--- src/rtl/spmv_pkg.sv ---
// spmv_pkg: shared types and constants for the SpMV multiply scheduler.
//   - sched_state_e : scheduler FSM states (IDLE, RUN, DRAIN, DONE)
//   - FP16_W        : fp16 operand/product width
//   - prod_entry_t  : tagged product {data, row, last} at the default row-tag width
//   - inflight_cnt  : number of occupied multiply pipeline stages (0..2)
package spmv_pkg;

  localparam int FP16_W    = 16;
  localparam int ROW_W_DEF = 12;

  typedef enum logic [1:0] {
    IDLE  = 2'd0,
    RUN   = 2'd1,
    DRAIN = 2'd2,
    DONE  = 2'd3
  } sched_state_e;

  typedef struct packed {
    logic [FP16_W-1:0]    data;
    logic [ROW_W_DEF-1:0] row;
    logic                 last;
  } prod_entry_t;

  function automatic logic [1:0] inflight_cnt(input logic s1_valid, input logic s2_valid);
    return {1'b0, s1_valid} + {1'b0, s2_valid};
  endfunction

endpackage

--- src/rtl/spmv_mul_scheduler_if.sv ---
// spmv_mul_scheduler_if: bundle of the scheduler's data-path buses.
//   nnz_*  : CSR nonzero stream (valid/ready handshake)
//   vec_*  : synchronous-read dense-vector RAM port
//   mul_*  : operands to / result from the one-cycle fp16 multiplier
//   prod_* : tagged product stream to the row accumulator (valid/ready)
// Modports: slave = scheduler side, master = environment side.
interface spmv_mul_scheduler_if
  import spmv_pkg::*;
#(
  parameter int COL_W = 10,
  parameter int ROW_W = 12
);
  logic              nnz_valid;
  logic              nnz_ready;
  logic [FP16_W-1:0] nnz_value;
  logic [COL_W-1:0]  nnz_col;
  logic              nnz_last;

  logic              vec_rd_en;
  logic [COL_W-1:0]  vec_rd_addr;
  logic [FP16_W-1:0] vec_rd_data;

  logic [FP16_W-1:0] mul_vector;
  logic [FP16_W-1:0] mul_value;
  logic [FP16_W-1:0] mul_result;

  logic              prod_valid;
  logic              prod_ready;
  logic [FP16_W-1:0] prod_data;
  logic [ROW_W-1:0]  prod_row;
  logic              prod_last;

  modport slave (
    input  nnz_valid, nnz_value, nnz_col, nnz_last,
    output nnz_ready,
    output vec_rd_en, vec_rd_addr,
    input  vec_rd_data,
    output mul_vector, mul_value,
    input  mul_result,
    output prod_valid, prod_data, prod_row, prod_last,
    input  prod_ready
  );

  modport master (
    output nnz_valid, nnz_value, nnz_col, nnz_last,
    input  nnz_ready,
    input  vec_rd_en, vec_rd_addr,
    output vec_rd_data,
    input  mul_vector, mul_value,
    output mul_result,
    input  prod_valid, prod_data, prod_row, prod_last,
    output prod_ready
  );
endinterface

--- src/rtl/spmv_prod_fifo.sv ---
// spmv_prod_fifo: synchronous FIFO holding tagged products.
// Ports:
//   i_clk, i_rstn : clock, asynchronous active-low reset
//   clr           : synchronous flush (pointers and count to zero)
//   push, din     : write request and entry (dropped only if full with no pop)
//   pop           : read request (ignored when empty)
//   dout, valid   : head entry (zero when empty) and non-empty flag
//   count         : current occupancy 0..DEPTH
// DEPTH must be a power of two so pointers wrap naturally.
module spmv_prod_fifo
  import spmv_pkg::*;
#(
  parameter int  DEPTH   = 4,
  parameter type entry_t = prod_entry_t
) (
  input  logic                   i_clk,
  input  logic                   i_rstn,
  input  logic                   clr,
  input  logic                   push,
  input  entry_t                 din,
  input  logic                   pop,
  output entry_t                 dout,
  output logic                   valid,
  output logic [$clog2(DEPTH):0] count
);
  localparam int PTR_W = $clog2(DEPTH);

  entry_t           mem_q [DEPTH];
  entry_t           mem_d [DEPTH];
  logic [PTR_W-1:0] rd_ptr_q, rd_ptr_d;
  logic [PTR_W-1:0] wr_ptr_q, wr_ptr_d;
  logic [PTR_W:0]   count_q, count_d;
  logic             full_s, pop_ok_s, push_ok_s;

  // Next-state for storage, pointers and occupancy.
  always_comb begin
    mem_d     = mem_q;
    rd_ptr_d  = rd_ptr_q;
    wr_ptr_d  = wr_ptr_q;
    count_d   = count_q;
    full_s    = (count_q == (PTR_W+1)'(DEPTH));
    pop_ok_s  = pop & (count_q != (PTR_W+1)'(0));
    // A full FIFO still accepts a write when the head leaves in the same cycle.
    push_ok_s = push & (~full_s | pop_ok_s);
    if (clr) begin
      rd_ptr_d = '0;
      wr_ptr_d = '0;
      count_d  = '0;
    end else begin
      if (push_ok_s) begin
        mem_d[wr_ptr_q] = din;
        wr_ptr_d        = wr_ptr_q + PTR_W'(1);
      end else begin
        wr_ptr_d = wr_ptr_q;
      end
      if (pop_ok_s) begin
        rd_ptr_d = rd_ptr_q + PTR_W'(1);
      end else begin
        rd_ptr_d = rd_ptr_q;
      end
      case ({push_ok_s, pop_ok_s})
        2'b10:   count_d = count_q + (PTR_W+1)'(1);
        2'b01:   count_d = count_q - (PTR_W+1)'(1);
        default: count_d = count_q;
      endcase
    end
  end

  // FIFO state registers.
  always_ff @(posedge i_clk or negedge i_rstn) begin
    if (!i_rstn) begin
      for (int i = 0; i < DEPTH; i++) begin
        mem_q[i] <= '0;
      end
      rd_ptr_q <= '0;
      wr_ptr_q <= '0;
      count_q  <= '0;
    end else begin
      mem_q    <= mem_d;
      rd_ptr_q <= rd_ptr_d;
      wr_ptr_q <= wr_ptr_d;
      count_q  <= count_d;
    end
  end

  assign valid = (count_q != (PTR_W+1)'(0));
  assign dout  = valid ? mem_q[rd_ptr_q] : '0;
  assign count = count_q;

endmodule

--- src/rtl/spmv_mul_scheduler.sv ---
// spmv_mul_scheduler: sequences CSR nonzeros through vector fetch and the
// external one-cycle fp16 multiplier, tagging each product with its row and
// buffering it for the row accumulator.
// Ports:
//   i_clk, i_rstn     : clock, asynchronous active-low reset
//   start, nnz_total  : begin a pass of nnz_total nonzeros (sampled in IDLE)
//   busy, done        : pass in progress (RUN/DRAIN); one-cycle completion pulse
//   bus (slave)       : nnz stream, vector RAM, multiplier and product buses
//   perf_cycles/stalls: present only when SPMV_SCHED_PERF_CNT_EN is defined
// Issue uses credits: a nonzero is accepted only if the FIFO has room for it
// counting products still inside the multiply pipeline, because the
// multiplier cannot stall.
module spmv_mul_scheduler
  import spmv_pkg::*;
#(
  parameter int COL_W      = 10,
  parameter int ROW_W      = 12,
  parameter int CNT_W      = 16,
  parameter int FIFO_DEPTH = 4
) (
  input  logic             i_clk,
  input  logic             i_rstn,
  input  logic             start,
  input  logic [CNT_W-1:0] nnz_total,
  output logic             busy,
  output logic             done,
`ifdef SPMV_SCHED_PERF_CNT_EN
  output logic [31:0]      perf_cycles,
  output logic [31:0]      perf_stalls,
`endif
  spmv_mul_scheduler_if.slave bus
);
  localparam int PTR_W = $clog2(FIFO_DEPTH);
  localparam int OCC_W = PTR_W + 2;

  typedef struct packed {
    logic [FP16_W-1:0] data;
    logic [ROW_W-1:0]  row;
    logic              last;
  } prod_ent_t;

  sched_state_e      state_q, state_d;
  logic [CNT_W-1:0]  total_q, total_d;
  logic [CNT_W-1:0]  issued_q, issued_d;
  logic [ROW_W-1:0]  row_q, row_d;
  logic              s1_valid_q, s1_valid_d;
  logic [FP16_W-1:0] s1_value_q, s1_value_d;
  logic [ROW_W-1:0]  s1_row_q, s1_row_d;
  logic              s1_last_q, s1_last_d;
  logic              s2_valid_q, s2_valid_d;
  logic [ROW_W-1:0]  s2_row_q, s2_row_d;
  logic              s2_last_q, s2_last_d;

  logic              start_acc_s, nnz_ready_s, hs_s, pop_s;
  logic [1:0]        inflight_s;
  logic [OCC_W-1:0]  occ_s;
  logic              fifo_valid_s;
  logic [PTR_W:0]    fifo_count_s;
  prod_ent_t         push_ent_s, head_s;

  // Handshake qualification and credit check.
  always_comb begin
    start_acc_s = (state_q == IDLE) & start;
    inflight_s  = inflight_cnt(s1_valid_q, s2_valid_q);
    occ_s       = OCC_W'(fifo_count_s) + OCC_W'(inflight_s);
    nnz_ready_s = (state_q == RUN) & (issued_q < total_q) & (occ_s < OCC_W'(FIFO_DEPTH));
    hs_s        = bus.nnz_valid & nnz_ready_s;
    pop_s       = fifo_valid_s & bus.prod_ready;
    push_ent_s  = '{data: bus.mul_result, row: s2_row_q, last: s2_last_q};
  end

  // FSM next state.
  always_comb begin
    state_d = state_q;
    case (state_q)
      IDLE: begin
        if (start) state_d = RUN;
        else       state_d = IDLE;
      end
      RUN: begin
        if (issued_q == total_q) state_d = DRAIN;
        else                     state_d = RUN;
      end
      DRAIN: begin
        // Leave as the last product pops so done follows that pop directly.
        if ((inflight_s == 2'd0) &&
            ((fifo_count_s == (PTR_W+1)'(0)) ||
             ((fifo_count_s == (PTR_W+1)'(1)) && pop_s))) begin
          state_d = DONE;
        end else begin
          state_d = DRAIN;
        end
      end
      DONE:    state_d = IDLE;
      default: state_d = IDLE;
    endcase
  end

  // Pass counters and the two multiply pipeline stages.
  always_comb begin
    total_d    = total_q;
    issued_d   = issued_q;
    row_d      = row_q;
    if (start_acc_s) begin
      total_d  = nnz_total;
      issued_d = '0;
      row_d    = '0;
    end else if (hs_s) begin
      issued_d = issued_q + CNT_W'(1);
      if (bus.nnz_last) row_d = row_q + ROW_W'(1);
      else              row_d = row_q;
    end else begin
      issued_d = issued_q;
      row_d    = row_q;
    end
    // Stage 1: operands captured on the handshake, vector word arrives next cycle.
    s1_valid_d = hs_s;
    s1_value_d = hs_s ? bus.nnz_value : 16'h0000;
    s1_row_d   = hs_s ? row_q : '0;
    s1_last_d  = hs_s & bus.nnz_last;
    // Stage 2: tag travels alongside the multiplier's registered result.
    s2_valid_d = s1_valid_q;
    s2_row_d   = s1_row_q;
    s2_last_d  = s1_last_q;
  end

  // Scheduler state registers.
  always_ff @(posedge i_clk or negedge i_rstn) begin
    if (!i_rstn) begin
      state_q    <= IDLE;
      total_q    <= '0;
      issued_q   <= '0;
      row_q      <= '0;
      s1_valid_q <= 1'b0;
      s1_value_q <= 16'h0000;
      s1_row_q   <= '0;
      s1_last_q  <= 1'b0;
      s2_valid_q <= 1'b0;
      s2_row_q   <= '0;
      s2_last_q  <= 1'b0;
    end else begin
      state_q    <= state_d;
      total_q    <= total_d;
      issued_q   <= issued_d;
      row_q      <= row_d;
      s1_valid_q <= s1_valid_d;
      s1_value_q <= s1_value_d;
      s1_row_q   <= s1_row_d;
      s1_last_q  <= s1_last_d;
      s2_valid_q <= s2_valid_d;
      s2_row_q   <= s2_row_d;
      s2_last_q  <= s2_last_d;
    end
  end

  spmv_prod_fifo #(
    .DEPTH   (FIFO_DEPTH),
    .entry_t (prod_ent_t)
  ) u_fifo (
    .i_clk  (i_clk),
    .i_rstn (i_rstn),
    .clr    (start_acc_s),
    .push   (s2_valid_q),
    .din    (push_ent_s),
    .pop    (pop_s),
    .dout   (head_s),
    .valid  (fifo_valid_s),
    .count  (fifo_count_s)
  );

`ifdef SPMV_SCHED_PERF_CNT_EN
  logic [31:0] perf_cycles_q, perf_cycles_d;
  logic [31:0] perf_stalls_q, perf_stalls_d;

  // Activity and stall counters; they freeze outside a pass.
  always_comb begin
    perf_cycles_d = perf_cycles_q;
    perf_stalls_d = perf_stalls_q;
    if (start_acc_s) begin
      perf_cycles_d = 32'd0;
      perf_stalls_d = 32'd0;
    end else begin
      if ((state_q == RUN) || (state_q == DRAIN)) perf_cycles_d = perf_cycles_q + 32'd1;
      else                                        perf_cycles_d = perf_cycles_q;
      if ((state_q == RUN) && bus.nnz_valid && !nnz_ready_s) perf_stalls_d = perf_stalls_q + 32'd1;
      else                                                   perf_stalls_d = perf_stalls_q;
    end
  end

  // Performance counter registers.
  always_ff @(posedge i_clk or negedge i_rstn) begin
    if (!i_rstn) begin
      perf_cycles_q <= 32'd0;
      perf_stalls_q <= 32'd0;
    end else begin
      perf_cycles_q <= perf_cycles_d;
      perf_stalls_q <= perf_stalls_d;
    end
  end

  assign perf_cycles = perf_cycles_q;
  assign perf_stalls = perf_stalls_q;
`endif

  assign busy            = (state_q == RUN) || (state_q == DRAIN);
  assign done            = (state_q == DONE);
  assign bus.nnz_ready   = nnz_ready_s;
  assign bus.vec_rd_en   = hs_s;
  assign bus.vec_rd_addr = hs_s ? bus.nnz_col : '0;
  assign bus.mul_vector  = s1_valid_q ? bus.vec_rd_data : 16'h0000;
  assign bus.mul_value   = s1_value_q;
  assign bus.prod_valid  = fifo_valid_s;
  assign bus.prod_data   = head_s.data;
  assign bus.prod_row    = head_s.row;
  assign bus.prod_last   = head_s.last;

endmodule

--- src/flat_wrapper.sv ---
// flat-port wrapper written by rule: the top's interface ports become plain ports
module spmv_mul_scheduler_flat import spmv_pkg::*;
#(
  parameter int COL_W      = 10,
  parameter int ROW_W      = 12,
  parameter int CNT_W      = 16,
  parameter int FIFO_DEPTH = 4
)
  (i_clk, i_rstn, start, nnz_total, busy, done, bus_nnz_valid, bus_nnz_value, bus_nnz_col, bus_nnz_last, bus_nnz_ready, bus_vec_rd_en, bus_vec_rd_addr, bus_vec_rd_data, bus_mul_vector, bus_mul_value, bus_mul_result, bus_prod_valid, bus_prod_data, bus_prod_row, bus_prod_last, bus_prod_ready);
  spmv_mul_scheduler_if #(.COL_W(COL_W), .ROW_W(ROW_W)) bus_i ();
  input  logic i_clk;
  input  logic i_rstn;
  input  logic start;
  input  logic [CNT_W-1:0] nnz_total;
  output logic busy;
  output logic done;
  input wire logic [$bits(bus_i.nnz_valid)-1:0] bus_nnz_valid;
  input wire logic [$bits(bus_i.nnz_value)-1:0] bus_nnz_value;
  input wire logic [$bits(bus_i.nnz_col)-1:0] bus_nnz_col;
  input wire logic [$bits(bus_i.nnz_last)-1:0] bus_nnz_last;
  output wire logic [$bits(bus_i.nnz_ready)-1:0] bus_nnz_ready;
  output wire logic [$bits(bus_i.vec_rd_en)-1:0] bus_vec_rd_en;
  output wire logic [$bits(bus_i.vec_rd_addr)-1:0] bus_vec_rd_addr;
  input wire logic [$bits(bus_i.vec_rd_data)-1:0] bus_vec_rd_data;
  output wire logic [$bits(bus_i.mul_vector)-1:0] bus_mul_vector;
  output wire logic [$bits(bus_i.mul_value)-1:0] bus_mul_value;
  input wire logic [$bits(bus_i.mul_result)-1:0] bus_mul_result;
  output wire logic [$bits(bus_i.prod_valid)-1:0] bus_prod_valid;
  output wire logic [$bits(bus_i.prod_data)-1:0] bus_prod_data;
  output wire logic [$bits(bus_i.prod_row)-1:0] bus_prod_row;
  output wire logic [$bits(bus_i.prod_last)-1:0] bus_prod_last;
  input wire logic [$bits(bus_i.prod_ready)-1:0] bus_prod_ready;
  assign bus_i.nnz_valid = bus_nnz_valid;
  assign bus_i.nnz_value = bus_nnz_value;
  assign bus_i.nnz_col = bus_nnz_col;
  assign bus_i.nnz_last = bus_nnz_last;
  assign bus_nnz_ready = bus_i.nnz_ready;
  assign bus_vec_rd_en = bus_i.vec_rd_en;
  assign bus_vec_rd_addr = bus_i.vec_rd_addr;
  assign bus_i.vec_rd_data = bus_vec_rd_data;
  assign bus_mul_vector = bus_i.mul_vector;
  assign bus_mul_value = bus_i.mul_value;
  assign bus_i.mul_result = bus_mul_result;
  assign bus_prod_valid = bus_i.prod_valid;
  assign bus_prod_data = bus_i.prod_data;
  assign bus_prod_row = bus_i.prod_row;
  assign bus_prod_last = bus_i.prod_last;
  assign bus_i.prod_ready = bus_prod_ready;
  spmv_mul_scheduler #(.COL_W(COL_W), .ROW_W(ROW_W), .CNT_W(CNT_W), .FIFO_DEPTH(FIFO_DEPTH)) u_core (.i_clk(i_clk), .i_rstn(i_rstn), .start(start), .nnz_total(nnz_total), .busy(busy), .done(done), .bus(bus_i));
endmodule
--- config.mk ---
export PLATFORM = sky130hd
export DESIGN_NAME = spmv_mul_scheduler_flat
export DESIGN_NICKNAME = d
export VERILOG_FILES = /design/src/rtl/spmv_pkg.sv /design/src/rtl/spmv_mul_scheduler_if.sv /design/src/rtl/spmv_prod_fifo.sv /design/src/rtl/spmv_mul_scheduler.sv /design/src/flat_wrapper.sv
export SDC_FILE = /design/constraint.sdc
export NUM_CORES = 1
export LEC_CHECK = 0
export BUFFER_PORTS_ARGS = -buffer_cell sky130_fd_sc_hd__clkbuf_2
export CAP_MARGIN = 10
export CORE_ASPECT_RATIO = 1.4
export CORE_MARGIN = 1.5
export CORE_UTILIZATION = 32
export CTS_BUF_LIST = sky130_fd_sc_hd__clkbuf_4
export DETAILED_ROUTE_END_ITERATION = 10
export SYNTH_ARGS = -nofsm -noshare
export SYNTH_HDL_FRONTEND = slang
export SYNTH_SLANG_ARGS = --single-unit
--- constraint.sdc ---
create_clock -name i_clk -period 2.4 [get_ports i_clk]
set_input_delay 0.36 -clock i_clk [delete_from_list [all_inputs] [get_ports i_clk]]
set_output_delay 0.36 -clock i_clk [all_outputs]
set_load 0.005 [all_outputs]
==> results.txt <==
CP startpoint kind - flip-flop
H-tree depth - 2
Setup slack, reg-to-reg - -0.25 ns
Top-count cell post-synth - dfrtp_1
Maximum single-stage delay on the critical path - 0.40 ns
DRC viols - 0
Register-to-Register Path Depth - 11
Gate power share - 38.9%
Clock latency on the worst-skew pair - 0.73 ns
NetSw - 0.004032 W
Area grow syn2layout - 37.50%
# rows - 75
Starting density of the core - 32.58%
CTS Sinks - 213
Vias in the first global route - 7395
Final Util - 44.79%
Core Region - 0.03003 sq mm
Vias per cell - 4.700
Mapped Nets - 885
Max-Cap Viols - 0
Final setup vio count - 64
Top_reg_cell synth - dfrtp_1
Slew HR - 62.46%
DP Area - 0.01133 sq mm
Slowest stage cell on the critical path - dfrtp_1
FF-to-FF End - u_core.issued_q[10]$_DFFE_PN0P_
Nets - 1188
Critical R2R Launch - u_core.issued_q[14]$_DFFE_PN0P_
Cell Chain, Critical Path - ha_1 > nand4_1 > buf_4 > o211ai_1 > a21oi_2 > nand3_2 > inv_4 > buf_16 > and2_4 > buf_6
Hold_sp - bus_nnz_last
CTS Buf Count - 57
Ports - 156
Post-synth top cells - dfrtp_1, mux2_2, and2_1, nand2_1, a21oi_1
Largest net degree at the start of global routing - 69
Fin area - 0.01345 sq mm
Pleak - 6.588 nW
Die Area - 0.03164 sq mm
Setup WS post-layout - -0.6143 ns
Crit path DAT - 2.65 ns
Max frequency - 0.3318 GHz
CTS clk-pin slew, worst paths - 0.07 ns
Total iterations of the first detailed-routing run - 4
Post-synthesis sequential area ratio - 54.49%
Final hold violation count - 0
Max Clock Skew - 0.07296 ns
PwrDens - 960.8 mW/mm^2
Syn_area_per_cell - 12.69 sq um
Synth Warn # - 0
Post-Syn Instances - 771
CTS Buffer Depth - 3
Post-synth EDFFs - 0
IR drop worst, VDD - 325.9 uV
Hold Crit Class - primary input to flip-flop
Dpl hpwl - 13850 um
WP data required - 2.04 ns
Failing checks - negative setup slack
Power Internal - 0.008891 W
Net switching fraction of the power - 31.20%
Clk pwr share - 24.7%
Distinct cells, synth - 42
Post-DRT Antenna Nets - 0
Ys async rst share - 100.0%
Post-synthesis sequential element count - 213
Sink of the worst hold path - u_core.row_q[2]$_DFFE_PN0P_
CTS tree - done
Routed vias - 7060
Tot GR Track Use - 15.27%
Synth Cell Area - 0.009782 sq mm
Final Wtd Congestion - 0.8000
Power share of the sequential group - 36.4%
PortBufs - 155
CP Launch Point - u_core.issued_q[14]$_DFFE_PN0P_
Worst-path maximum fanout - 5
Die height - 209.9 um
Initial antenna violation count - 1
DP Worst Slack - -0.02380 ns
Slew Limit Fails - 0
Period utilization - 125.6%
RSZ-0062 raised after global routing - yes
Worst slew pin tran - 0.5632 ns
Post-Route WL - 23910 um
Setup CP Type - flip-flop to output pin
Setup crit end kind - output pin
Biggest area consumer among synthesized cells - dfrtp_1
CTS root buf - clkbuf_4
Synth top area share - 54.49%
Crit path time final - 3.014 ns
Outcome - complete, but fails checks
Die W - 150.8 um
Global-route wire length before repair - 37780 um
WHS Path Cells - 4
DR iter-0 viols - 227
Grt total ovfl - 0
Largest cells by area after synthesis - dfrtp_1, mux2_2, mux4_2
Final setup TNS - -13.72 ns
WL/cell - 15.92 um
Share of layout cells above drive strength 1 - 49.19%
## metal layers
layer	track usage [%]	vias to the layer above	share of wire (%)
li1	-	3378	-
met4	6.830	0	2.5
met3	3.022	47	3.7
met2	28.36	137	56
met1	16.38	3498	38
met5	0	-	0
## cell type report
| type | instances | area [sq um] |
|---|---|---|
| Antenna cell | 1 | 2.502 |
| Clock buffer | 80 | 600.6 |
| Clock inverter | 21 | 118.9 |
| Fill cell | 2816 | 16580 |
| Inverter | 29 | 116.4 |
| Multi-Input combinational cell | 489 | 4431 |
| Sequential cell | 213 | 5333 |
| Tap cell | 385 | 481.7 |
| Timing Repair Buffer | 284 | 2367 |
## worst max-delay path: cells and delay by family, from the launching register on
kind            cells  cell delay [ns]
buf+inv             4             0.50
compound gates      2             0.32
flops               1             0.40
simple gates        3             0.42
fa+ha+maj           1             0.30
## worst max-delay path by stage
| stage | end | slack, ns |
|---|---|---|
| 6_report | bus_vec_rd_addr[5] | -0.61 |
| 4_1_cts | bus_vec_rd_addr[8] | -0.65 |
| 2_1_floorplan | bus_vec_rd_addr[0] | 0.09 |
| 3_3_place_gp | u_core.row_q[3]$_DFFE_PN0P_ | 0.002 |
| 3_5_place_dp | bus_vec_rd_addr[8] | -0.02 |
| 5_1_grt | bus_vec_rd_addr[8] | -0.75 |
## layout by cell type, fill, tap and decap left out, drive strengths merged, types with 4 or more instances in the layout
| cell | n |
|---|---|
| ha | 34 |
| o21ai | 35 |
| dlygate4sd3 | 51 |
| nand3 | 18 |
| mux4 | 29 |
| nand2 | 49 |
| and2 | 83 |
| or4 | 11 |
| o31ai | 10 |
| inv | 28 |
| xor2 | 4 |
| nor2 | 15 |
| and3 | 5 |
| dfrtp | 213 |
| nand4 | 6 |
| a21oi | 36 |
| mux2 | 116 |
| or3 | 11 |
| buf | 89 |
| clkinv | 20 |
| clkbuf | 224 |
## metrics by stage
| stage | hold WS, ns | std cells | total power (W) |
|---|---|---|---|
| 2_1_floorplan | 0.06441 | 771 | 0.006980 |
| 6_report | 0.1131 | 1502 | 0.01292 |
| 4_1_cts | 0.03784 | 1496 | 0.01291 |
| 3_3_place_gp | 0.3332 | 1315 | 0.008291 |
| 3_5_place_dp | 0.3347 | 1315 | 0.008387 |
| 5_1_grt | 0.08285 | 1502 | 0.01382 |
## power groups by stage
stage          Combinational, W  Clock, W  Sequential (W)
3_3_place_gp            0.00357         0         0.00472
6_report                0.00503   0.00319         0.00471
4_1_cts                 0.00488   0.00334         0.00470
5_1_grt                 0.00551   0.00352         0.00479
2_1_floorplan           0.00232         0         0.00467
3_5_place_dp            0.00363         0         0.00475
## registers in the layout, indices dropped and copies added, names as in the netlist, 2 cells and up, named ones only
register                flops
u_core.issued_q            16
u_core.u_fifo.count         3
u_core.row_q               12
u_core.bus.mul_value       16
u_core.u_fifo.rd_ptr_q      2
u_core.s1_row_q            12
u_core.s2_row_q            12
u_core.u_fifo.wr_ptr_q      2
u_core.u_fifo.mem_q       116
u_core.total_q             16
## kinds of logic (layout without fill, tap and decap cells)
group	Yosys count	after routing	synth area share, %
other cells	0	1	0
mux	148	148	20.34
fa+ha+maj	34	34	4.349
simple gates	209	209	11.87
xor+xnor	7	7	0.6268
buf+inv	69	414	3.044
flops	213	213	54.49
compound gates	91	91	5.283
## what timing repair did
item,in CTS,in global routing
pin swaps,29,38
endpoints found under the setup margin,60,86
buffers inserted,23,8
hold buffers,51,0
gates resized for setup,83,51
cloned,7,1
endpoints found under the hold margin,153,0
Note: power is estimated with default switching activity, not from simulation.
